[src/rtl/llr_ctrl_pkg.sv]
// rtl/llr_ctrl_pkg.sv - shared widths, FSM state type and parameter check for the LLR frame controller
package llr_ctrl_pkg;

    localparam int LLR_W     = 5;
    localparam int CW_LEN_W  = 16;
    localparam int CW_NUM_W  = 8;
    localparam int PACK_N    = 8;
    localparam int PACK_LSB  = $clog2(PACK_N);
    localparam int FRM_CNT_W = 16;
    localparam int ERR_CNT_W = 8;

    typedef enum logic [1:0] {
        ST_IDLE     = 2'd0,
        ST_WAIT_DEC = 2'd1,
        ST_RUN      = 2'd2,
        ST_DONE     = 2'd3
    } llr_state_t;

    // A frame is only legal if codewords fill whole packer words and nothing is empty.
    function automatic logic params_ok(input logic [CW_LEN_W-1:0] len,
                                       input logic [CW_NUM_W-1:0] num);
        return (len != '0) && (len[PACK_LSB-1:0] == '0) && (num != '0);
    endfunction

endpackage

[src/rtl/llr_frame_stat.sv]
// rtl/llr_frame_stat.sv - completed-frame counter (wrapping) and error counter (saturating)
module llr_frame_stat
    import llr_ctrl_pkg::*;
(
    input  logic                 clk_h,
    input  logic                 rst_n,
    input  logic                 i_frm_inc,
    input  logic                 i_err_inc,
    output logic [FRM_CNT_W-1:0] o_frm_cnt,
    output logic [ERR_CNT_W-1:0] o_err_cnt
);

    logic [FRM_CNT_W-1:0] r_frm_cnt;
    logic [ERR_CNT_W-1:0] r_err_cnt;

    // Frame count wraps naturally; error count sticks at all-ones.
    always_ff @(posedge clk_h or negedge rst_n) begin
        if (!rst_n) begin
            r_frm_cnt <= '0;
            r_err_cnt <= '0;
        end else begin
            if (i_frm_inc) begin
                r_frm_cnt <= r_frm_cnt + {{(FRM_CNT_W-1){1'b0}}, 1'b1};
            end
            if (i_err_inc && (r_err_cnt != '1)) begin
                r_err_cnt <= r_err_cnt + {{(ERR_CNT_W-1){1'b0}}, 1'b1};
            end
        end
    end

    assign o_frm_cnt = r_frm_cnt;
    assign o_err_cnt = r_err_cnt;

endmodule

[src/rtl/llr_frame_ctrl.sv]
// rtl/llr_frame_ctrl.sv - LLR frame sequencer to the 8-LLR packer; statistics under LLR_FRAME_CTRL_STAT_EN
module llr_frame_ctrl
    import llr_ctrl_pkg::*;
(
    input  logic                 clk_h,
    input  logic                 rst_n,
    input  logic                 istart,
    input  logic [CW_LEN_W-1:0]  icw_len,
    input  logic [CW_NUM_W-1:0]  icw_num,
    input  logic                 iabort,
    input  logic                 ival,
    input  logic [LLR_W-1:0]     ibit,
    input  logic                 idec_rdy,
    output logic                 ordy,
    output logic                 oval,
    output logic                 osop,
    output logic                 oeop,
    output logic                 oeof,
    output logic [LLR_W-1:0]     obit,
    output logic                 obusy,
    output logic                 oerr,
    output logic [FRM_CNT_W-1:0] ofrm_cnt,
    output logic [ERR_CNT_W-1:0] oerr_cnt
);

    llr_state_t          r_state;
    llr_state_t          w_next;

    logic [CW_LEN_W-1:0] r_cw_len;
    logic [CW_NUM_W-1:0] r_cw_num;
    logic [CW_LEN_W-1:0] r_llr_cnt;
    logic [CW_NUM_W-1:0] r_cw_cnt;

    logic                r_oval;
    logic                r_osop;
    logic                r_oeop;
    logic                r_oeof;
    logic [LLR_W-1:0]    r_obit;
    logic                r_oerr;

    logic                w_idle;
    logic                w_run;
    logic                w_params_ok;
    logic                w_start_ok;
    logic                w_accept;
    logic                w_last_llr;
    logic                w_last_cw;
    logic                w_err;

    assign w_idle      = (r_state == ST_IDLE);
    assign w_run       = (r_state == ST_RUN);
    assign w_params_ok = params_ok(icw_len, icw_num);
    assign w_start_ok  = istart && w_idle && w_params_ok && !iabort;
    assign w_accept    = ival && w_run;
    assign w_last_llr  = (r_llr_cnt == (r_cw_len - 16'd1));
    assign w_last_cw   = (r_cw_cnt == (r_cw_num - 8'd1));
    // Dropped LLRs, late starts and bad parameters all share one error pulse.
    assign w_err       = (ival && !w_run) || (istart && (!w_idle || !w_params_ok));

    // State register.
    always_ff @(posedge clk_h or negedge rst_n) begin
        if (!rst_n) begin
            r_state <= ST_IDLE;
        end else begin
            r_state <= w_next;
        end
    end

    // Next-state logic; abort beats everything else.
    always_comb begin
        w_next = r_state;
        if (iabort) begin
            w_next = ST_IDLE;
        end else begin
            case (r_state)
                ST_IDLE:     if (w_start_ok) w_next = ST_WAIT_DEC;
                ST_WAIT_DEC: if (idec_rdy)   w_next = ST_RUN;
                ST_RUN: begin
                    if (w_accept && w_last_llr) begin
                        w_next = w_last_cw ? ST_DONE : ST_WAIT_DEC;
                    end
                end
                ST_DONE:     w_next = ST_IDLE;
                default:     w_next = ST_IDLE;
            endcase
        end
    end

    // Frame parameters and position counters; a new start re-arms everything.
    always_ff @(posedge clk_h or negedge rst_n) begin
        if (!rst_n) begin
            r_cw_len  <= '0;
            r_cw_num  <= '0;
            r_llr_cnt <= '0;
            r_cw_cnt  <= '0;
        end else if (w_start_ok) begin
            r_cw_len  <= icw_len;
            r_cw_num  <= icw_num;
            r_llr_cnt <= '0;
            r_cw_cnt  <= '0;
        end else if (w_accept && !iabort) begin
            if (w_last_llr) begin
                r_llr_cnt <= '0;
                r_cw_cnt  <= r_cw_cnt + 8'd1;
            end else begin
                r_llr_cnt <= r_llr_cnt + 16'd1;
            end
        end
    end

    // One-cycle output stage; everything is zero unless an LLR was accepted.
    always_ff @(posedge clk_h or negedge rst_n) begin
        if (!rst_n) begin
            r_oval <= 1'b0;
            r_osop <= 1'b0;
            r_oeop <= 1'b0;
            r_oeof <= 1'b0;
            r_obit <= '0;
            r_oerr <= 1'b0;
        end else begin
            r_oval <= w_accept;
            r_obit <= w_accept ? ibit : '0;
            r_osop <= w_accept && (r_llr_cnt == '0);
            r_oeop <= w_accept && w_last_llr && !iabort;
            r_oeof <= w_accept && w_last_llr && w_last_cw && !iabort;
            r_oerr <= w_err;
        end
    end

    assign ordy  = w_run;
    assign obusy = !w_idle;
    assign oval  = r_oval;
    assign osop  = r_osop;
    assign oeop  = r_oeop;
    assign oeof  = r_oeof;
    assign obit  = r_obit;
    assign oerr  = r_oerr;

`ifdef LLR_FRAME_CTRL_STAT_EN
    llr_frame_stat u_stat (
        .clk_h     (clk_h),
        .rst_n     (rst_n),
        .i_frm_inc ((r_state == ST_DONE) && !iabort),
        .i_err_inc (r_oerr),
        .o_frm_cnt (ofrm_cnt),
        .o_err_cnt (oerr_cnt)
    );
`else
    assign ofrm_cnt = '0;
    assign oerr_cnt = '0;
`endif

endmodule

[config.mk]
export PLATFORM = sky130hd
export DESIGN_NAME = llr_frame_ctrl
export DESIGN_NICKNAME = d
export VERILOG_FILES = /design/src/rtl/llr_ctrl_pkg.sv /design/src/rtl/llr_frame_stat.sv /design/src/rtl/llr_frame_ctrl.sv
export SDC_FILE = /design/constraint.sdc
export NUM_CORES = 1
export LEC_CHECK = 0
export BUFFER_PORTS_ARGS = -buffer_cell sky130_fd_sc_hd__buf_2
export CORE_MARGIN = 2
export CORE_UTILIZATION = 35
export DETAILED_ROUTE_END_ITERATION = 7
export SLEW_MARGIN = 5
export SYNTH_ARGS = -nofsm -noshare
export SYNTH_HDL_FRONTEND = slang
export SYNTH_SLANG_ARGS = --single-unit
export TNS_END_PERCENT = 5
[constraint.sdc]
create_clock -name clk_h -period 4 [get_ports clk_h]
set_clock_uncertainty 0.05 [all_clocks]
set_input_delay 0.8 -clock clk_h [delete_from_list [all_inputs] [get_ports clk_h]]
set_output_delay 0.8 -clock clk_h [all_outputs]
set_load 0.05 [all_outputs]
Word-level counts from Yosys, hierarchy flattened
Cells that the tools add are included.
{ "classes": {"n_eq_ne": 8, "reduce_logical": 29, "muxes": 13, "addsub": 4} }
{ "op_table": {"columns": ["operator", "n"], "rows": [
  ["16-bit two-way mux", 3],
  ["8-bit two-way mux", 3],
  ["16-bit by 1-bit adder with 16-bit output (second input constant)", 1],
  ["16-bit == test", 1],
  ["16-bit zero test", 1],
  ["16-bit nonzero test", 1],
  ["16-bit by 1-bit subtractor with 16-bit output (second input constant)", 1],
  ["1-bit logical AND", 14],
  ["2-bit two-way mux", 5],
  ["8-bit by 1-bit adder with 8-bit output (second input constant)", 1],
  ["8-bit == test", 1],
  ["2-bit case mux with 4 select lines", 1],
  ["8-bit nonzero test", 1],
  ["8-bit by 1-bit subtractor with 8-bit output (second input constant)", 1],
  ["3-bit by 2-bit inequality test with 1-bit output (second input constant)", 2],
  ["5-bit two-way mux", 1],
  ["2-bit == test (second input constant)", 2],
  ["1-bit zero test", 4],
  ["2-bit nonzero test", 2],
  ["3-bit zero test", 1],
  ["3-bit inequality test (second input constant)", 1],
  ["3-bit AND reduction", 1],
  ["2-bit by 1-bit == test with 1-bit output (second input constant)", 1],
  ["2-bit zero test", 1],
  ["2 further kinds", 3]
]} }
{ "totals": {"wordCells": 65, "register_bits": 60, "in_bits": 35} }

Logic depth before layout (Yosys ltp)
{ "logic_depth": {"word_depth": 8, "depth_mapped": 10, "mapped_depth_nobuf": 9} }

Worst setup path before layout
OpenSTA, ideal clock, no wires.
{ "synth_timing": {"path_kind": "register to register", "from": "register r_cw_len[3]", "to": "register r_cw_cnt[2]", "setup_ps": 66, "path_buffers": 1, "stages_incl_launch_ff": 9, "arrival_time_ps": 2946, "slack_ps": 938, "t_required_ps": 3884, "cell_sequence": "dfrtp_1 buf_6 or4_4 or3_1 or4b_1 a31oi_2 o2111ai_4 or4_1 nand2_1"} }
{ "synth_via": {"elab_chain_len": 4} }
{ "synth_lines": {"columns": ["element", "line_no", "rtl"], "rows": [
  ["start: declaration", "llr_frame_ctrl.sv:29", "logic [CW_LEN_W-1:0] r_cw_len;"],
  ["start signal: assignment", "llr_frame_ctrl.sv:97", "r_cw_len <= icw_len;"],
  ["16-bit by 1-bit subtractor with 16-bit output", "llr_frame_ctrl.sv:55", "assign w_last_llr = (r_llr_cnt == (r_cw_len - 16'd1));"],
  ["16-bit == test", "llr_frame_ctrl.sv:55", null],
  ["2-bit nonzero test (no source line)", null, null],
  ["2-bit AND reduction (no source line)", null, null],
  ["end signal: assignment", "llr_frame_ctrl.sv:104", "r_cw_cnt <= r_cw_cnt + 8'd1;"],
  ["end: declaration", "llr_frame_ctrl.sv:32", "logic [CW_NUM_W-1:0] r_cw_cnt;"]
]} }
No other way between the ends.
A chain may end at the register's enable or synchronous reset.

Worst setup path in the final report
Same ends and word-level chain as after synthesis.

==> tab_implementation.tex <==
\begin{tabular}{lr}
\hline
Metric & Value \\
\hline
\multicolumn{2}{l}{\textbf{Clocking}} \\
\quad Number of clock sinks seen by CTS & 60 \\
\quad Master cell of the clock root buffer & clkbuf\_8 \\
\quad Total of cells resized after clock tree synthesis & 0 \\
\quad Clock-pin slew on the worst setup and hold paths & 0.07 ns \\
\quad Post-CTS setup buffers & 0 \\
\quad TritonCTS buffer count & 9 \\
\quad Longest Clk Path Bufs & 2 \\
\quad Cts-stage hold buffer count & 0 \\
\quad H-tree depth & 3 \\
\quad Clock latency reported for the late side of the worst-skew pair & 0.34 ns \\
\quad CTS tree & yes \\
\multicolumn{2}{l}{\textbf{STA}} \\
\quad Final critical delay including setup and external delays & 3.42 ns \\
\quad Slew at the pin closest to its max-slew limit & 0.986 ns \\
\quad Tcrit/Tclk final & 85.6\% \\
\quad Count of final setup violators & 0 \\
\quad Number of pins exceeding their max-slew limit in the final report & 0 \\
\quad Total Neg Setup Slack & 0 ns \\
\quad Number of hold-slack violations in the final timing report & 0 \\
\quad Setup repair after global routing missed its margin & false \\
\quad Remaining max-slew budget at the tightest pin & 33.7\% \\
\quad Highest clock rate & 0.292 GHz \\
\quad Final setup slack of the worst path & 0.576 ns \\
\multicolumn{2}{l}{\textbf{Placed design}} \\
\quad Input/output buffers & 46 \\
\quad Total half-perimeter wirelength after legalization and detailed placement & 6.37 mm \\
\quad Setup slack after placement & 0.543 ns \\
\quad Final RePlAce weighted congestion & 0.849 \\
\multicolumn{2}{l}{\textbf{Detailed routing}} \\
\quad Total DRC errors in the routed layout & 0 \\
\quad Via density & 5.12 \\
\quad Number of nets still failing antenna checks after routing & 0 \\
\quad Via count & 3269 \\
\quad Drt first pass iters & 4 \\
\quad Number of DRC markers in iteration 0 & 132 \\
\quad Sum of routed wire length over all layers & 8.88 mm \\
\quad DR WL/cell & 13.9 um \\
\multicolumn{2}{l}{\textbf{Power}} \\
\quad Largest voltage drop on the vdd net & 0.192 mV \\
\quad Total power density per cell area & 398 mW/mm\^{}2 \\
\quad Pleak & 1.96 nW \\
\multicolumn{2}{l}{\textbf{Global routing}} \\
\quad Global-route wire length before repair & 14.8 mm \\
\quad Maximum number of pins on one net before global-route repair & 45 \\
\quad Number of global-route vias before repair & 3083 \\
\quad Initial antenna violation count & 0 \\
\quad GR Overflow Total & 0 \\
\quad Total track usage & 16.2\% \\
\multicolumn{2}{l}{\textbf{Worst setup path}} \\
\quad Highest cell delay on the worst timing path & 0.59 ns \\
\quad CP Cell Sequence & or4\_4, or3\_1, or4b\_1, a31oi\_2, o2111ai\_4, or4\_1, nand2\_1 \\
\quad Launch point of the worst reg-to-reg path & r\_cw\_len[3] \\
\quad Worst Setup Path Type & register to register \\
\quad Biggest fanout along the worst timing path & 24 \\
\quad Worst EP required & 4.23 ns \\
\quad Beginning of the critical path & r\_cw\_len[3] \\
\quad Cell at the slowest stage of the critical path & or4\_4 \\
\quad Largest delay contributor family on the critical path & simple AND/OR/NAND/NOR gates \\
\quad Critical path buffers and inverters & 0 \\
\quad Sort of element at the end of the critical path & register \\
\quad Crit path DAT & 3.66 ns \\
\quad Critical Path Source Type & register \\
\multicolumn{2}{l}{\textbf{Synth}} \\
\quad Flip-flop cell with the highest count after synthesis & dfrtp\_1 \\
\quad Mean cell area of the mapped netlist & 8.36 um\^{}2 \\
\quad Distinct cell type count after synthesis & 53 \\
\quad Most area-consuming cells after synthesis & dfrtp\_1 (40\%), nand2\_1 (9.0\%), buf\_4 (4.7\%), xnor2\_1 (4.2\%), nand3\_1 (3.6\%) \\
\quad Share of the synthesized area in the top cell type & 39.6\% \\
\quad Area of the mapped netlist & 0.00379 mm\^{}2 \\
\quad Count of synthesis-stage warnings from yosys & 0 \\
\quad Fraction of registers with async set or reset after synthesis & 100\% \\
\quad Number of flops mapped to enable cells by yosys & 0 \\
\quad Library cell with the highest instance count after synthesis & nand2\_1 \\
\quad Seq/Total Area, Yosys & 39.6\% \\
\quad Most area-hungry cell type in the Yosys netlist & dfrtp\_1 \\
\quad Most common library cells after synthesis & nand2\_1 (91), dfrtp\_1 (60), nand3\_1 (27) \\
\quad Synthesized instance count & 454 \\
\quad Flop and latch count out of synthesis & 60 \\
\multicolumn{2}{l}{\textbf{Layout}} \\
\quad Multi-input gate area & 0.00206 mm\^{}2 \\
\quad Sequential cell area & 0.00150 mm\^{}2 \\
\quad Diodes inserted & 0 \\
\quad Area Overhead vs Synth & 11.1\% \\
\quad \# fillers & 1079 \\
\quad Number of nets in the layout & 535 \\
\quad Fraction of layout cells with a size suffix above 1 & 15.2\% \\
\multicolumn{2}{l}{\textbf{Die}} \\
\quad Die Area & 0.0117 mm\^{}2 \\
\quad Die outline height & 108 um \\
\quad Ports placed on the boundary & 71 \\
\quad Core Region & 0.0107 mm\^{}2 \\
\quad Standard-cell rows & 38 \\
\quad Die X-Extent & 108 um \\
\quad Initial standard-cell utilization of the core & 35.5\% \\
\multicolumn{2}{l}{\textbf{Hold path}} \\
\quad Path category of the worst min-delay check & register to register \\
\quad Start point of the worst min-delay path & r\_cw\_num[7] \\
\multicolumn{2}{l}{\textbf{Status}} \\
\quad Result of the run & finished, final reports clean \\
\multicolumn{2}{l}{\textbf{Flow run}} \\
\quad Max-cap violation count & 0 \\
\hline
\end{tabular}
-- worst paths after layout --
check | to | cells after the start | slack [ns]
min | r_cw_num[7] | 2 | 0.45
max | r_cw_cnt[2] | 7 | 0.58
min in group asynchronous | r_state[1] | 1 | 0.57
max in group asynchronous | r_llr_cnt[9] | 2 | 2.51
min reg2reg | r_cw_num[7] | 2 | 0.45
max reg2reg | r_cw_cnt[2] | 7 | 0.58
-- layer usage --
layer	track usage [%]	vias up	routed length [um]
met5	0	-	0
met2	27.2	70	4350
met1	20.2	1564	4030
li1	-	1625	-
met3	3.98	10	348
met4	6.04	0	148
-- power breakdown --
part	switching, mW	internal [mW]
Combinational	0.280	0.189
Clock	0.236	0.219
Sequential	0.0863	0.670
-- worst min-delay path: cells and delay by family, from the launching register on --
kind | cells | cell delay, ns
flip-flops | 1 | 0.36
AND/OR/NAND/NOR | 2 | 0.11
-- placed cells by master (no fill, tap or decap), drive strengths merged, types with 3 or more instances in the layout --
cell type,n
a211oi,4
a21oi,7
and2,6
and3,11
and4,3
buf,53
clkbuf,12
clkinv,3
conb,24
dfrtp,60
ha,5
inv,13
mux2i,4
nand2,91
nand2b,8
nand3,27
nand3b,3
nand4,4
nand4b,4
nor2,23
nor3,23
nor3b,3
nor4,15
o211ai,3
o21ai,20
o311ai,3
o41ai,3
or2,3
or3,6
or4,3
xnor2,18
xor2,13
-- cells by family (layout without fill, tap and decap cells) --
kind of cell	count (synthesis)	in the layout	synth area share, %
AO/OA/AOI/OAI	54	54	9.92
XOR/XNOR	31	31	7.15
adder cells (fa/ha/maj)	5	5	1.65
buffers and inverters	59	81	8.61
flip-flops	60	60	39.6
multiplexers	5	5	1.35
other	1	24	0.0988
AND/OR/NAND/NOR	239	239	31.7
-- metrics by stage --
step / hold slack (ns) / cells / util [%] / instance area [um^2] / total power [mW]
CTS: 0.449 / 639 / 39.4 / 4220 / 1.70
floorplan: 0.415 / 477 / - / 3880 / 1.13
detailed placement: 0.433 / 624 / 38.0 / 4070 / 1.24
global route: 0.489 / 639 / 39.4 / 4220 / 1.80
global placement: 0.432 / 624 / 38.0 / 4070 / 1.22
finish: 0.445 / 639 / 39.4 / 4220 / 1.68
-- final cells by class --
type                    count  area share, %
clock buffers              12           3.20
flip-flops and latches     60           35.6
well taps                 140           4.15
clock inverters             3          0.356
multi-input cells         358           48.8
repair buffers             53           6.71
inverters                  13           1.16
-- registers in the layout (all words and copies together) (netlist names), 2 cells and up --
signal     flops
r_llr_cnt     16
r_cw_len      16
obit           5
r_cw_num       8
r_cw_cnt       8
r_state        2
(Power assumes the default switching activity.)
